**config.mk**
```make
export PLATFORM = sky130hd
export DESIGN_NAME = stim_sched
export DESIGN_NICKNAME = d
export VERILOG_FILES = /design/src/rtl/stim_sched_pkg.sv /design/src/rtl/stim_rr_arb.sv /design/src/rtl/stim_sched.sv
export SDC_FILE = /design/constraint.sdc
export NUM_CORES = 1
export LEC_CHECK = 0
export BUFFER_PORTS_ARGS = -buffer_cell sky130_fd_sc_hd__buf_2
export CAP_MARGIN = 40
export CORE_AREA = 2 2 145 147
export CTS_BUF_LIST = sky130_fd_sc_hd__clkbuf_4 sky130_fd_sc_hd__clkbuf_8 sky130_fd_sc_hd__clkbuf_16
export DETAILED_ROUTE_END_ITERATION = 6
export DIE_AREA = 0 0 147 149
export PLACE_DENSITY = 0.69
export SLEW_MARGIN = 20
export SYNTH_ARGS = -nofsm -noshare
export SYNTH_HDL_FRONTEND = slang
export SYNTH_SLANG_ARGS = --single-unit
export TNS_END_PERCENT = 50
```
**constraint.sdc**
```tcl
create_clock -name clk -period 3.31 [get_ports clk]
set_input_delay 0.1655 -clock clk [delete_from_list [all_inputs] [get_ports clk]]
set_output_delay 0.1655 -clock clk [all_outputs]
set_load 0.05 [all_outputs]
```
**src/rtl/stim_sched_pkg.sv**
```systemverilog
// stim_sched_pkg: shared state encoding and source-id width helper for stim_sched.
package stim_sched_pkg;
  typedef enum logic [1:0] {IDLE = 2'b00, RUN = 2'b01, DRAIN = 2'b10, DONE = 2'b11} state_t;
  function automatic int sw_of(input int n);
    return (n > 1) ? $clog2(n) : 1;
  endfunction
endpackage

```
**src/rtl/stim_rr_arb.sv**
```systemverilog
// stim_rr_arb: N-way requester pick; round-robin, or fixed priority when STIM_SCHED_STRICT_EN is defined.
module stim_rr_arb #(
  parameter int N  = 4,
  parameter int SW = 2
) (
  input  logic          clk,
  input  logic          reset,
  input  logic [N-1:0]  elig_i,
  input  logic          adv_i,
  output logic [N-1:0]  gnt_o,
  output logic [SW-1:0] idx_o
);
`ifdef STIM_SCHED_STRICT_EN
  logic found;
  logic unused;
  assign unused = clk ^ reset ^ adv_i;
  always_comb begin
    gnt_o = '0;
    idx_o = '0;
    found = 1'b0;
    for (int k = 0; k < N; k++) begin
      if (!found && elig_i[k]) begin
        found    = 1'b1;
        idx_o    = SW'(k);
        gnt_o[k] = 1'b1;
      end
    end
  end
`else
  logic [SW-1:0] ptr_q, ptr_d;
  logic found;
  always_comb begin
    gnt_o = '0;
    idx_o = '0;
    found = 1'b0;
    for (int k = 0; k < N; k++) begin
      if (!found && elig_i[(int'(ptr_q) + k) % N]) begin
        found                            = 1'b1;
        idx_o                            = SW'((int'(ptr_q) + k) % N);
        gnt_o[(int'(ptr_q) + k) % N]     = 1'b1;
      end
    end
    ptr_d = (adv_i && found) ? ((idx_o == SW'(N - 1)) ? '0 : idx_o + SW'(1)) : ptr_q;
  end
  always_ff @(posedge clk) begin
    if (reset) ptr_q <= '0;
    else       ptr_q <= ptr_d;
  end
`endif
endmodule

```
**src/rtl/stim_sched.sv**
```systemverilog
// stim_sched: sequences N stimulus generators and merges their packets into one registered output slot.
// Build option: STIM_SCHED_STRICT_EN selects fixed-priority arbitration.
module stim_sched
  import stim_sched_pkg::*;
#(
  parameter int N    = 4,
  parameter int DW   = 64,
  parameter int SW   = sw_of(N),
  parameter int CNTW = 32
) (
  input  logic            clk,
  input  logic            reset,
  input  logic            go,
  output logic [N-1:0]    start,
  input  logic [N-1:0]    in_valid,
  input  logic [N*DW-1:0] in_packet,
  input  logic [N-1:0]    in_done,
  output logic [N-1:0]    in_ready,
  output logic            out_valid,
  output logic [DW-1:0]   out_packet,
  output logic [SW-1:0]   out_src,
  input  logic            out_ready,
  output logic            busy,
  output logic            all_done,
  output logic [CNTW-1:0] pkt_count
);
  state_t          state_q, state_d;
  logic [N-1:0]    done_q, done_d, elig, gnt;
  logic [SW-1:0]   idx, src_q, src_d;
  logic            ov_q, ov_d, load, enter;
  logic [DW-1:0]   pkt_q, pkt_d;
  logic [CNTW-1:0] cnt_q, cnt_d;

  // A requester stops competing once its done has been seen, but not in the cycle it arrives.
  assign elig  = in_valid & ~done_q;
  assign load  = (state_q == RUN) && (!ov_q || out_ready) && (|elig);
  assign enter = (state_q == IDLE) && go;

  stim_rr_arb #(.N(N), .SW(SW)) u_arb (
    .clk(clk), .reset(reset), .elig_i(elig), .adv_i(load), .gnt_o(gnt), .idx_o(idx)
  );

  always_comb begin
    state_d = state_q;
    case (state_q)
      IDLE:    state_d = go ? RUN : IDLE;
      RUN:     state_d = &(done_q | in_done) ? DRAIN : RUN;
      DRAIN:   state_d = (!ov_q || out_ready) ? DONE : DRAIN;
      default: state_d = go ? DONE : IDLE;
    endcase
    done_d = enter ? '0 : (state_q == RUN) ? (done_q | in_done) : done_q;
    ov_d   = load | (ov_q & ~out_ready);
    pkt_d  = load ? in_packet[int'(idx)*DW +: DW] : pkt_q;
    src_d  = load ? idx : src_q;
    cnt_d  = enter ? '0 : (ov_q && out_ready && !(&cnt_q)) ? cnt_q + CNTW'(1) : cnt_q;
  end

  always_ff @(posedge clk) begin
    if (reset) begin
      state_q <= IDLE;
      done_q  <= '0;
      ov_q    <= 1'b0;
      pkt_q   <= '0;
      src_q   <= '0;
      cnt_q   <= '0;
    end else begin
      state_q <= state_d;
      done_q  <= done_d;
      ov_q    <= ov_d;
      pkt_q   <= pkt_d;
      src_q   <= src_d;
      cnt_q   <= cnt_d;
    end
  end

  assign busy       = (state_q == RUN) || (state_q == DRAIN);
  assign all_done   = (state_q == DONE);
  assign start      = {N{busy}};
  assign in_ready   = load ? gnt : '0;
  assign out_valid  = ov_q;
  assign out_packet = pkt_q;
  assign out_src    = src_q;
  assign pkt_count  = cnt_q;
endmodule

```
* Yosys cells after proc, flatten, opt, wreduce, memory -nomap -nowiden
Index checks and enable logic that the tools add are counted.
** Cells by class
- $add $sub $neg :: 5
- Order comparisons :: 8
- Equal/unequal tests :: 4
- Shifts and indexed selects :: 1
- Muxes and demuxes :: 38
- Bitwise logic cells :: 12
- Reductions and logical operators :: 28
** Operator list (count)
- $shiftx A256 B9 Y64 :: 1
- $add A32 B1 Y32 const B :: 1
- $reduce_and A32 Y1 :: 1
- $mux W4 :: 5
- $mux W1 :: 17
- $or A4 B4 Y4 :: 4
- $mux W2 :: 7
- $logic_and A1 B1 Y1 :: 13
- $lt A3 B4 Y1 const B :: 3
- $ge A3 B1 Y1 const B :: 3
- $bmux W1 S2 :: 4
- $demux W1 S2 :: 4
- $reduce_or A2 Y1 :: 4
- $eq A2 B2 Y1 const B :: 3
- $pmux W2 S3 :: 1
- $logic_not A1 Y1 :: 5
- $add A2 B1 Y2 const B :: 2
- $add A2 B2 Y2 const B :: 2
- $and A4 B4 Y4 :: 1
- $not A4 Y4 :: 1
- $reduce_and A4 Y1 :: 1
- $reduce_or A4 Y1 :: 1
- $and A1 B1 Y1 const A :: 3
- $lt A2 B3 Y1 const B :: 1
- 7 further kinds :: 8
** Word-level totals
- Register bits after elaboration :: 107
- Input port bits :: 268

* Longest topological paths before layout
- Depth in word-level cells :: 16
- Depth in mapped cells :: 16
- Depth with buffers taken out :: 12

* Modules after synthesis
From an unflattened synthesis, not the netlist that was laid out.
** Unflattened totals
- Cell total of the unflattened synthesis :: 681
- Area, all modules :: 6429.9 um^2
** By module, submodules not included
- stim_sched :: times used 1, cells an instance 625, area an instance 5880.6 um^2, seq. area each 2102.0 um^2
- stim_rr_arb :: times used 1, cells an instance 56, area an instance 549.3 um^2, seq. area each 40.0 um^2

* Worst setup path after synthesis
Ideal clock, no wire load.
- Path type :: flip-flop to flip-flop
- Start point :: register u_arb.ptr_q[0]
- End point :: register u_arb.ptr_q[0]
- Library setup time :: 0.129 ns
- Arrival time :: 2.998 ns
- Data required time :: 3.181 ns
- Slack :: 0.183 ns
- Cell stages (with the launch flop) :: 16
- Path buffers :: 4
- Period minus slack after synthesis :: 3.127 ns
- Cell sequence :: dfxtp_1 inv_2 ha_1 clkbuf_1 or3_1 a2111oi_0 or3_1 buf_6 o21ai_4 buf_12 inv_12 buf_12 ha_1 o21ai_0 a22oi_1 nor2_1
** Between the ends
- Longest elaborated chain between the ends :: 14
- Elaborated cells between the ends (all ways) :: 32
** RTL lines
- from (decl) :: RTL line stim_rr_arb.sv:30 : logic [SW-1:0] ptr_q, ptr_d;
- from (signal assigned) :: RTL line stim_rr_arb.sv:47 : else ptr_q <= ptr_d;
- $add A2 B1 Y2 or $bmux W1 S2 (tied branches) :: RTL line stim_rr_arb.sv:37, stim_rr_arb.sv:39
- $bmux W1 S2 or $mux W1 (tied branches) :: RTL line stim_rr_arb.sv:37 : if (!found && elig_i[(int'(ptr_q) + k) % N]) begin
- $mux W1 (implied by the code) :: RTL line stim_rr_arb.sv:37
- $mux W1 (implied by the code) or $logic_not A1 Y1 (tied branches) :: RTL line stim_rr_arb.sv:37
- $logic_and A1 B1 Y1 :: RTL line stim_rr_arb.sv:37
- $mux W1 :: RTL line stim_rr_arb.sv:37
- $logic_not A1 Y1 :: RTL line stim_rr_arb.sv:37
- $logic_and A1 B1 Y1 :: RTL line stim_rr_arb.sv:37
- $mux W1 :: RTL line stim_rr_arb.sv:37
- $logic_not A1 Y1 :: RTL line stim_rr_arb.sv:37
- $logic_and A1 B1 Y1 :: RTL line stim_rr_arb.sv:37
- $mux W2 * :: RTL line stim_rr_arb.sv:37
- named net idx[0] :: RTL line stim_sched.sv:29 : logic [SW-1:0] idx, src_q, src_d;
- $add A2 B1 Y2 or $eq A2 B2 Y1 (tied branches) :: RTL line stim_rr_arb.sv:43 : ptr_d = (adv_i && found) ? ((idx_o == SW'(N - 1)) ? '0 : idx_o + SW'(1)) : ptr_q;
- $mux W2 * :: RTL line stim_rr_arb.sv:43
Mark *: on every way through the listed nets, which the timed path passes. The rest lies on a longest branch. The select of a mux whose other input is x is not followed.
A chain may end at the register's enable or synchronous reset.

* Worst setup path after layout
- Start point :: register u_arb.ptr_q[1]
- End point :: register pkt_q[6] (netlist: out_packet[6])
** Between the ends
- Longest elaborated chain between the ends :: 13
- Elaborated cells between the ends (all ways) :: 28
** RTL lines
- $add A2 B1 Y2 or $bmux W1 S2 (tied branches) :: RTL line stim_rr_arb.sv:37, stim_rr_arb.sv:39
- $bmux W1 S2 or $mux W1 (tied branches) :: RTL line stim_rr_arb.sv:37
- $mux W1 (implied by the code) :: RTL line stim_rr_arb.sv:37
- $mux W1 (implied by the code) or $logic_not A1 Y1 (tied branches) :: RTL line stim_rr_arb.sv:37
- $logic_and A1 B1 Y1 :: RTL line stim_rr_arb.sv:37
- $mux W1 :: RTL line stim_rr_arb.sv:37
- $logic_not A1 Y1 :: RTL line stim_rr_arb.sv:37
- $logic_and A1 B1 Y1 :: RTL line stim_rr_arb.sv:37
- $mux W1 :: RTL line stim_rr_arb.sv:37
- $logic_not A1 Y1 :: RTL line stim_rr_arb.sv:37
- $logic_and A1 B1 Y1 :: RTL line stim_rr_arb.sv:37
- $mux W2 * :: RTL line stim_rr_arb.sv:37
- $shiftx A256 B9 Y64 * :: RTL line stim_sched.sv:53 : pkt_d = load ? in_packet[int'(idx)*DW +: DW] : pkt_q;
- to (signal assigned) :: RTL line stim_sched.sv:70 : pkt_q <= pkt_d;
- to (decl) :: RTL line stim_sched.sv:31 : logic [DW-1:0] pkt_q, pkt_d;
Every way passes the cells marked *; elsewhere a longest branch is shown, timed or not. The select of a mux whose other input is x is not followed.

==> out/qor.yml <==
io_pins: 377
worst_slew_pin_slew_ns: 0.743
port_buffers: 376
ctsHoldBuffers: 0
synth_top_area_share_pct: 28.1
synth_ff_type: "dfxtp_1"
clockBufferDepth: 2
grt_max_degree: 65
clk_latency_ns: 0.35
p_sw_share_pct: 48.6
ys_ff_latch: 107
cts-root-buf: "clkbuf_16"
yosysTopAreaCell: "dfxtp_1"
crit_fanout: 60
wire_per_inst_um: 17.9
syn_avg_cell_area_sq_um: 9.32
fin_setup_tns_ns: 0
routed_wirelength_um: 25700
drtIter0Drc: 449
crit_path_end_kind: "flip-flop"
grt.total_usage_pct: 22.1
cts_buffers: 9
syn-cell-area_sq_um: 7620
dr_total_vias: 7887
postCtsSetupBuffers: 0
start_util_pct: 37.1
grt_pass1_wl_um: 38800
gp_congestion: 0.884
grt.overflow.total: 0
cap_violations: 0
nets: 1436
ctsResizeCount: 0
netSwitchingPower_mw: 2.84
synth_most_common_cell: "o221ai_2"
cp.required_ns: 3.55
ys_top_cells_by_count: "o221ai_2, nor2_1, dfxtp_1"
syn-num-nets: 1099
p_leak_nw: 4.19
clock-sinks: 107
cts_tree: "done"
p_int_mw: 3.01
viasPerCell: 5.48
drc: 0
worst_setup_path_start_kind: "flip-flop"
clock.fmax_mhz: 326
core_area_sq_um: 20600
power_mw: 5.85
synthArstFlopShare_pct: 0
r2r_slack_ns: 0.25
htreeDepth: 3
finalSetupViolations: 0
finClkSkew_ns: 0.0155
die_w_um: 147
slew-limit-headroom_pct: 50.4
die_y_um: 149
synthToLayoutAreaGrowth_pct: 29.1
hp-class: "in -> reg"
synth_cell_types: 53
yosys_warnings: 0
fin_crit_ns: 3.06
synthCells: 817
cts.clk_slew.worst_paths_ns: 0.08
status: "completed"
grt_setup_unrepaired: "no"
synth_area_leaders: "dfxtp_1, o221ai_2, mux2i_1"
p_comb_share_pct: 51.2
critical_path_class: "reg -> reg"
placementRows: 53
die-area_sq_um: 21900
synth_edf_count: 0
grt_pass1_vias: 7284
drv_slew: 0
ys_seq_area_share_pct: 28.1
pwr-share-clk_pct: 18.8
hold_viol_final: 0
drt_pass1_iterations: 5
hpwl_um: 19300
p_per_area_nw_per_um2: 595
p_seq_share_pct: 30.0
finalCritPeriodShare_pct: 92.5
peakVddDrop_uv: 236
crit_arrival_ns: 3.30
antenna_found_initial: 4
drive_above_1_share_pct: 47.0
drtAntennaViolNets: 0
## cell families (layout without fill, tap and decap cells)
logic type / after synthesis / after routing / share of synthesized area (%)
mux: 68 / 68 / 9.26
buf+inv: 74 / 416 / 7.44
compound gates: 244 / 244 / 33.0
other cells: 0 / 4 / 0
fa+ha+maj: 14 / 14 / 2.30
flops: 107 / 107 / 28.1
simple gates: 281 / 281 / 16.6
xor+xnor: 29 / 29 / 3.33
## power groups by stage
stage          Sequential (mW)  Combinational (mW)  Clock [mW]
2_1_floorplan             2.49                1.73           0
3_3_place_gp              1.77                2.96           0
3_5_place_dp              1.78                3.00           0
4_1_cts                   1.75                3.01        1.14
5_1_grt                   1.79                3.18        1.20
6_report                  1.76                2.99        1.10
## sequential cells by signal (all words and copies together) (netlist names)
register	flops
done_q	4
out_src	2
u_arb.ptr_q	2
out_packet	64
state_q	2
pkt_count	32
out_valid	1
## per-stage QoR
step	hold WS (ns)	util, %	cells	worst slack, ns	cell area [sq um]
floorplan	0.304	-	817	0.183	7620
global placement	0.414	46.4	1418	0.360	9530
detailed placement	0.418	46.4	1418	0.276	9530
CTS	0.0354	47.8	1434	0.264	9820
global route	0.0459	47.8	1438	0.0604	9840
finish	0.0534	47.8	1438	0.247	9840
## cells in the final DEF (no fill, tap or decap), types with 6 or more instances in the layout
master | synthesis | final
mux2i_1 | 66 | 66
nor3_1 | 10 | 9
xnor2_1 | 8 | 8
or3_1 | 9 | 9
nor2_1 | 110 | 108
nand2_1 | 91 | 91
clkbuf_16 | 0 | 9
nand4_1 | 11 | 11
xor2_1 | 21 | 21
buf_2 | 13 | 376
o221ai_2 | 118 | 118
a21oi_1 | 25 | 25
nand2b_1 | 6 | 6
dfxtp_1 | 107 | 107
nand3b_1 | 6 | 6
nand3_1 | 14 | 14
o21ai_0 | 70 | 70
ha_1 | 14 | 14
buf_4 | 4 | 12
## final cells by class
type                            instances  area, sq um
Antenna cell                            4         10.0
Clock buffer                           10          239
Clock inverter                          6         53.8
Fill cell                            1996        10700
Inverter                                7         38.8
Multi-Input combinational cell        636         4940
Sequential cell                       107         2140
Tap cell                              275          344
Timing Repair Buffer                  393         2070
## path summary, 6_finish.rpt
path | from | end | cells after the start
worst max-delay path | u_arb.ptr_q[1] | out_packet[6] | 9
worst min-delay path | in_done[0] | done_q[0] | 3
worst max register to register | u_arb.ptr_q[1] | out_packet[6] | 9
worst min register to register | out_src[1] | out_src[1] | 2
## worst max-delay path: stages, from the launching register on
cell      delay [ns]
dfxtp_1         0.34
inv_1           0.12
ha_1            0.47
mux4_2          0.28
nor2_2          0.04
or3_1           0.42
o21ai_4         0.36
buf_12          0.35
mux2i_1         0.36
o221ai_2        0.14
## per-layer routing
metal / global-route usage (%) / part of all wire (%) / vias up
li1: - / - / 3780
met1: 27.2 / 41 / 3750
met2: 37.0 / 48 / 313
met3: 5.57 / 7.6 / 44
met4: 9.09 / 3.2 / 0
met5: 0 / 0 / -
Power figures use the tool's default switching activity.
